`src/rtl/led_seq_pkg.sv`:
```
// Shared definitions for the LED sequencer: run-mode encodings and the idx width helper.
package led_seq_pkg;

    typedef enum logic [1:0] {
        MODE_ROTATE = 2'b00,
        MODE_BOUNCE = 2'b01,
        MODE_BLINK  = 2'b10,
        MODE_HOLD   = 2'b11
    } mode_t;

    function automatic int idx_width(input int chn);
        return (chn > 1) ? $clog2(chn) : 1;
    endfunction

endpackage

```
`src/rtl/led_seq_if.sv`:
```
// Control/status bundle of the LED sequencer; master = control logic, slave = sequencer.
interface led_seq_if #(
    parameter int CHN   = 3,
    parameter int PWM_W = 8
);
    localparam int IW = led_seq_pkg::idx_width(CHN);

    logic             en;
    logic [1:0]       mode;
    logic [PWM_W-1:0] duty;
    logic             step_tick;
    logic [IW-1:0]    idx;
    logic [CHN-1:0]   led_n;

    modport master (output en, mode, duty, input step_tick, idx, led_n);
    modport slave  (input en, mode, duty, output step_tick, idx, led_n);

endinterface

```
`src/rtl/led_seq_pwm_gen.sv`:
```
// PWM dimming generator, only built when LED_SEQ_PWM_EN is defined.
`ifdef LED_SEQ_PWM_EN
module pwm_gen #(
    parameter int PWM_W = 8
) (
    input  logic             clk,
    input  logic             rst,
    input  logic             en,
    input  logic [PWM_W-1:0] duty,
    output logic             pwm_on
);
    logic [PWM_W-1:0] cnt;

    always_ff @(posedge clk) begin
        if (rst)
            cnt <= '0;
        else if (en)
            cnt <= cnt + 1'b1;
    end

    // Full-scale duty must stay on through the counter's top value as well.
    assign pwm_on = (duty == '1) || (cnt < duty);

endmodule
`endif

```
`src/rtl/led_seq.sv`:
```
// Prescaled LED sequencer with rotate/bounce/blink/hold modes; LED_SEQ_PWM_EN adds PWM dimming.
module led_seq
    import led_seq_pkg::*;
#(
    parameter int CHN    = 3,
    parameter int PERIOD = 6000000,
    parameter int PWM_W  = 8
) (
    input logic       clk,
    input logic       rst,
    led_seq_if.slave  bus
);
    localparam int IW = idx_width(CHN);
    localparam int CW = $clog2(PERIOD);

    logic [CW-1:0]  cnt;
    logic [CHN-1:0] pat;
    logic           dir;
    logic [CHN-1:0] pat_next;
    logic           dir_next;
    logic [IW-1:0]  idx_next;
    logic [CHN-1:0] up;
    logic [CHN-1:0] dn;
    logic           onehot;
    logic           onehot_next;
    logic           step;
    logic           pwm_on;

    assign step = bus.en && (cnt == CW'(PERIOD - 1));

`ifdef LED_SEQ_PWM_EN
    pwm_gen #(.PWM_W(PWM_W)) u_pwm (
        .clk    (clk),
        .rst    (rst),
        .en     (bus.en),
        .duty   (bus.duty),
        .pwm_on (pwm_on)
    );
`else
    logic unused_duty;
    assign unused_duty = ^bus.duty;
    assign pwm_on      = 1'b1;
`endif

    // Pattern that the next step would load; a non-one-hot pattern restarts rotate/bounce at bit 0.
    always_comb begin
        pat_next    = pat;
        dir_next    = dir;
        idx_next    = '0;
        up          = pat << 1;
        dn          = pat >> 1;
        onehot      = (pat != '0) && ((pat & (pat - CHN'(1))) == '0);
        case (mode_t'(bus.mode))
            MODE_ROTATE: begin
                if (!onehot) begin
                    pat_next = CHN'(1);
                    dir_next = 1'b0;
                end else begin
                    pat_next = up | (pat >> (CHN - 1));
                end
            end
            MODE_BOUNCE: begin
                if (!onehot) begin
                    pat_next = CHN'(1);
                    dir_next = 1'b0;
                end else if (CHN == 1) begin
                    pat_next = pat;
                end else if (!dir) begin
                    if (pat[CHN-1]) begin
                        pat_next = dn;
                        dir_next = 1'b1;
                    end else begin
                        pat_next = up;
                        dir_next = up[CHN-1];
                    end
                end else begin
                    if (pat[0]) begin
                        pat_next = up;
                        dir_next = 1'b0;
                    end else begin
                        pat_next = dn;
                        dir_next = ~dn[0];
                    end
                end
            end
            MODE_BLINK:  pat_next = (pat == '1) ? '0 : '1;
            default:     pat_next = pat;
        endcase
        onehot_next = (pat_next != '0) && ((pat_next & (pat_next - CHN'(1))) == '0);
        for (int i = 0; i < CHN; i++) begin
            if (onehot_next && pat_next[i])
                idx_next = IW'(i);
        end
    end

    always_ff @(posedge clk) begin
        if (rst) begin
            cnt           <= '0;
            pat           <= CHN'(1);
            dir           <= 1'b0;
            bus.step_tick <= 1'b0;
            bus.idx       <= '0;
            bus.led_n     <= '1;
        end else begin
            bus.step_tick <= step;
            bus.led_n     <= ~(pat & {CHN{pwm_on}});
            if (bus.en)
                cnt <= step ? '0 : cnt + 1'b1;
            if (step) begin
                pat     <= pat_next;
                dir     <= dir_next;
                bus.idx <= idx_next;
            end
        end
    end

endmodule
```
`src/flat_wrapper.sv`:
```
// flat-port wrapper written by rule: the top's interface ports become plain ports
module led_seq_flat import led_seq_pkg::*;
#(
    parameter int CHN    = 3,
    parameter int PERIOD = 6000000,
    parameter int PWM_W  = 8
)
  (clk, rst, bus_en, bus_mode, bus_duty, bus_step_tick, bus_idx, bus_led_n);
  led_seq_if #(.CHN(CHN), .PWM_W(PWM_W)) bus_i ();
  input logic clk;
  input logic rst;
  input wire logic [$bits(bus_i.en)-1:0] bus_en;
  input wire logic [$bits(bus_i.mode)-1:0] bus_mode;
  input wire logic [$bits(bus_i.duty)-1:0] bus_duty;
  output wire logic [$bits(bus_i.step_tick)-1:0] bus_step_tick;
  output wire logic [$bits(bus_i.idx)-1:0] bus_idx;
  output wire logic [$bits(bus_i.led_n)-1:0] bus_led_n;
  assign bus_i.en = bus_en;
  assign bus_i.mode = bus_mode;
  assign bus_i.duty = bus_duty;
  assign bus_step_tick = bus_i.step_tick;
  assign bus_idx = bus_i.idx;
  assign bus_led_n = bus_i.led_n;
  led_seq #(.CHN(CHN), .PERIOD(PERIOD), .PWM_W(PWM_W)) u_core (.clk(clk), .rst(rst), .bus(bus_i));
endmodule
```
`config.mk`:
```
export PLATFORM = sky130hd
export DESIGN_NAME = led_seq_flat
export DESIGN_NICKNAME = d
export VERILOG_FILES = /design/src/rtl/led_seq_pkg.sv /design/src/rtl/led_seq_if.sv /design/src/rtl/led_seq_pwm_gen.sv /design/src/rtl/led_seq.sv /design/src/flat_wrapper.sv
export SDC_FILE = /design/constraint.sdc
export NUM_CORES = 1
export LEC_CHECK = 0
export ABC_AREA = 1
export BUFFER_PORTS_ARGS = -buffer_cell sky130_fd_sc_hd__buf_4
export CORE_ASPECT_RATIO = 0.9
export CORE_UTILIZATION = 61
export CTS_BUF_LIST = sky130_fd_sc_hd__clkbuf_8
export CTS_CLUSTER_SIZE = 20
export DETAILED_ROUTE_END_ITERATION = 16
export PLACE_DENSITY = 0.82
export SKIP_CTS_REPAIR_TIMING = 1
export SLEW_MARGIN = 20
export SYNTH_ARGS = -nofsm -noshare
export SYNTH_HDL_FRONTEND = slang
export SYNTH_HIERARCHICAL = 1
export SYNTH_SLANG_ARGS = --single-unit
export TNS_END_PERCENT = 10
```
`constraint.sdc`:
```
create_clock -name clk -period 1.7 [get_ports clk]
set_input_delay 0.085 -clock clk [delete_from_list [all_inputs] [get_ports clk]]
set_output_delay 0.085 -clock clk [all_outputs]
set_load 0.01 [all_outputs]
```
==> reports/results.ini <==
[global_route]
antenna_found_initial = 0
grt_usage_pct = 28.5
grt_max_degree = 16
grt_pass1_vias = 1508
grt_pass1_wl_mm = 6.65
grt.overflow.total = 0

[drt]
viasPerCell = 5.47
drt_iter0_drc = 184
dr.pass1.iters = 6
drc_errors = 0
wirelength_mm = 4.17
dr_total_vias = 1872
ant_nets = 0
wl_per_cell_um = 12.2

[sta]
max_freq_mhz = 654
rsz0062_at_grt = no
period_share_pct = 89.9
finalCriticalPeriod_ps = 1530
timing_hold_violations_final = 0
skew_ps = 9.47
relSlewSlack_pct = 74.5
tightest_slew_ps = 380
tns_ps = 0
fin_worst_hold_slack_ps = 14.2
final_max_slew_viol_count = 0
setup_ws_ps = 171
setup_viol = 0

[layout]
nNetsFinal = 315
nFillCells = 244
post-route-util_pct = 73.8
num_antenna_cells = 0
final_layout_size_suffix_gt1_share_pct = 15.2
synthToLayoutAreaGrowth_pct = 12.0

[critical_path]
worstPathCellList = ha_1 -> nand3_2 -> nor2_4 -> inv_2 -> nor2_4 -> nand2_4 -> nor2_2 -> nand2_1 -> o21ai_0 -> inv_1
end_kind = register
crit_fanout = 4
critPathTopFamily = simple AND/OR/NAND/NOR gates
cp-start-kind = register
slowest_delay_ps = 380
crit_path_top_delay_cell = dfxtp_1
crit_start = u_core/cnt[0]
critPathKind = register to register
crit_arrival_ps = 1710
r2r-start = u_core/cnt[0]
worstPathBufferInverterCount = 2
crit_top_cell = nor2_4
cp_data_required_time_ps = 1880

[synthesis]
yosysTopAreaCell = dfxtp_1
yosys_warnings = 6
syn_area_per_cell_sq_um = 6.58
synth.yosys.seq_area_share_pct = 35.6
synth_common_cells = nand2_1, nor2_1, dfxtp_1, inv_1, nand3_1
ys.flop_type = dfxtp_1
synthArstFlopShare_pct = 0
syn-num-nets = 296
ys_types = 33
synth-edff-count = 0
synth_area_sq_um = 1850
yosysTopAreaCellShare_pct = 35.6
synthMostInstantiatedCell = nand2_1
ys_ff_latch = 33
netlist_top_cells_area = dfxtp_1, nand2_1, nor2_1
synthCells = 282

[placement]
dp_slack_ps = 185
gp_congestion = 0.931
dp.final_hpwl_mm = 3.15
port-buffer-count = 10

[floorplanning]
core_area_sq_um = 2820
die_y_um = 54.3
dieArea_sq_um = 3260
io-pin-count = 19
initial_core_util_pct = 65.9
num_rows = 18
die_width_um = 60.1

[pwr]
switching_share_pct = 23.9
clock_power_share_pct = 39.4
internal_power_w = 0.00108
p_comb_share_pct = 5.6
powerDensity_nw_per_um2 = 685
peakVddDrop_mv = 0.679
seqPwrFrac_pct = 55.0
p_leak_nw = 0.840
power.net_switching_w = 0.000340
totalPowerFinal_w = 0.00142

[hold_path]
hold_path_startpoint = rst
min_path_type = input pin to register

[cts]
cts.sink_count = 33
clock_path_buffers = 2
htreeDepth = 2
clk_pin_slew_worst_paths_ps = 60
numCtsBuffers = 5
cts_root_buffer = clkbuf_8
clock_latency_ps = 290
cts_tree = built

[run_status]
outcome = completed

[flow_run]
maxCapViolCount = 0

## worst register-to-register path: cells and delay by family (launching register included)
family / cells / cell delay [ps]
compound gates: 1 / 80
simple gates: 6 / 640
buf+inv: 2 / 110
fa+ha+maj: 1 / 220
flops: 1 / 380
## power groups by stage
stage	Combinational, W	Clock (W)	Sequential, W
6_report	0.0000793	0.000561	0.000783
2_1_floorplan	0.0000543	0	0.000800
5_1_grt	0.0000904	0.000605	0.000783
3_5_place_dp	0.0000787	0	0.000800
4_1_cts	0.0000794	0.000571	0.000783
3_3_place_gp	0.0000778	0	0.000800
## final cells by class
class                           count  area, sq um  share of cell area (%)
Inverter                           36          140                    6.75
Sequential cell                    33          661                    31.8
Clock buffer                        5         68.8                    3.31
Tap cell                           40         50.0                    2.41
Clock inverter                      3         13.8                   0.663
Timing Repair Buffer               16          120                    5.78
Multi-Input combinational cell    209         1020                    49.3
## kinds of logic after synthesis
kind of cell,share of synthesized area [%]
and+or+nand+nor,44.4
buffers and inverters,9.18
DFF,35.6
AOI/OAI and AO/OA,8.70
xor gates and xnor gates,1.42
adders and majority gates,0.675
## per-layer routing
layer	wire length, um	share of wire [%]	track usage, %	vias up
met1	1930	46	38.2	837
li1	-	-	-	949
met2	1840	44	43.4	75
met3	307	7.4	6.62	11
met4	95	2.3	13.2	0
met5	0	0	0	-
## metrics by stage
| step | cell area [sq um] | instances |
|---|---|---|
| 2_1_floorplan | 1850 | 282 |
| 3_3_place_gp | 1990 | 334 |
| 3_5_place_dp | 1990 | 334 |
| 4_1_cts | 2080 | 342 |
| 5_1_grt | 2080 | 342 |
| 6_report | 2080 | 342 |
## layout by cell type, fill, tap and decap left out, types with 2 or more instances in the layout
cell type  netlist  routed
nand2_1         71      71
nand2_2          7       7
nor3_1           9       9
nand3_1         28      28
inv_1           32      33
nor2_1          41      41
nor2_2           3       3
buf_4            0      16
inv_2            2       2
xor2_1           2       2
clkinv_2         0       2
o22ai_1          2       2
dfxtp_1         33      33
nor2_4           3       3
nand4_1          7       7
clkbuf_8         0       5
o21ai_0          6       6
a21oi_1         16      16
## worst paths after layout
kind                                     endpoint  slack (ps)  depth (start not counted)
worst max-delay path                u_core/pat[0]         170                         10
worst min-delay path               u_core/cnt[14]          10                          2
worst max register to register      u_core/pat[0]         170                         10
worst min register to register  u_core/bus.idx[1]         460                          2
## state kept, by name, summed over array words and instances (netlist names)
signal	cells
u_core/cnt	23
u_core/bus.led_n	3
u_core/pat	3
u_core/bus.idx	2
u_core/bus.step_tick	1
u_core/dir	1
Power figures use the tool's default switching activity.
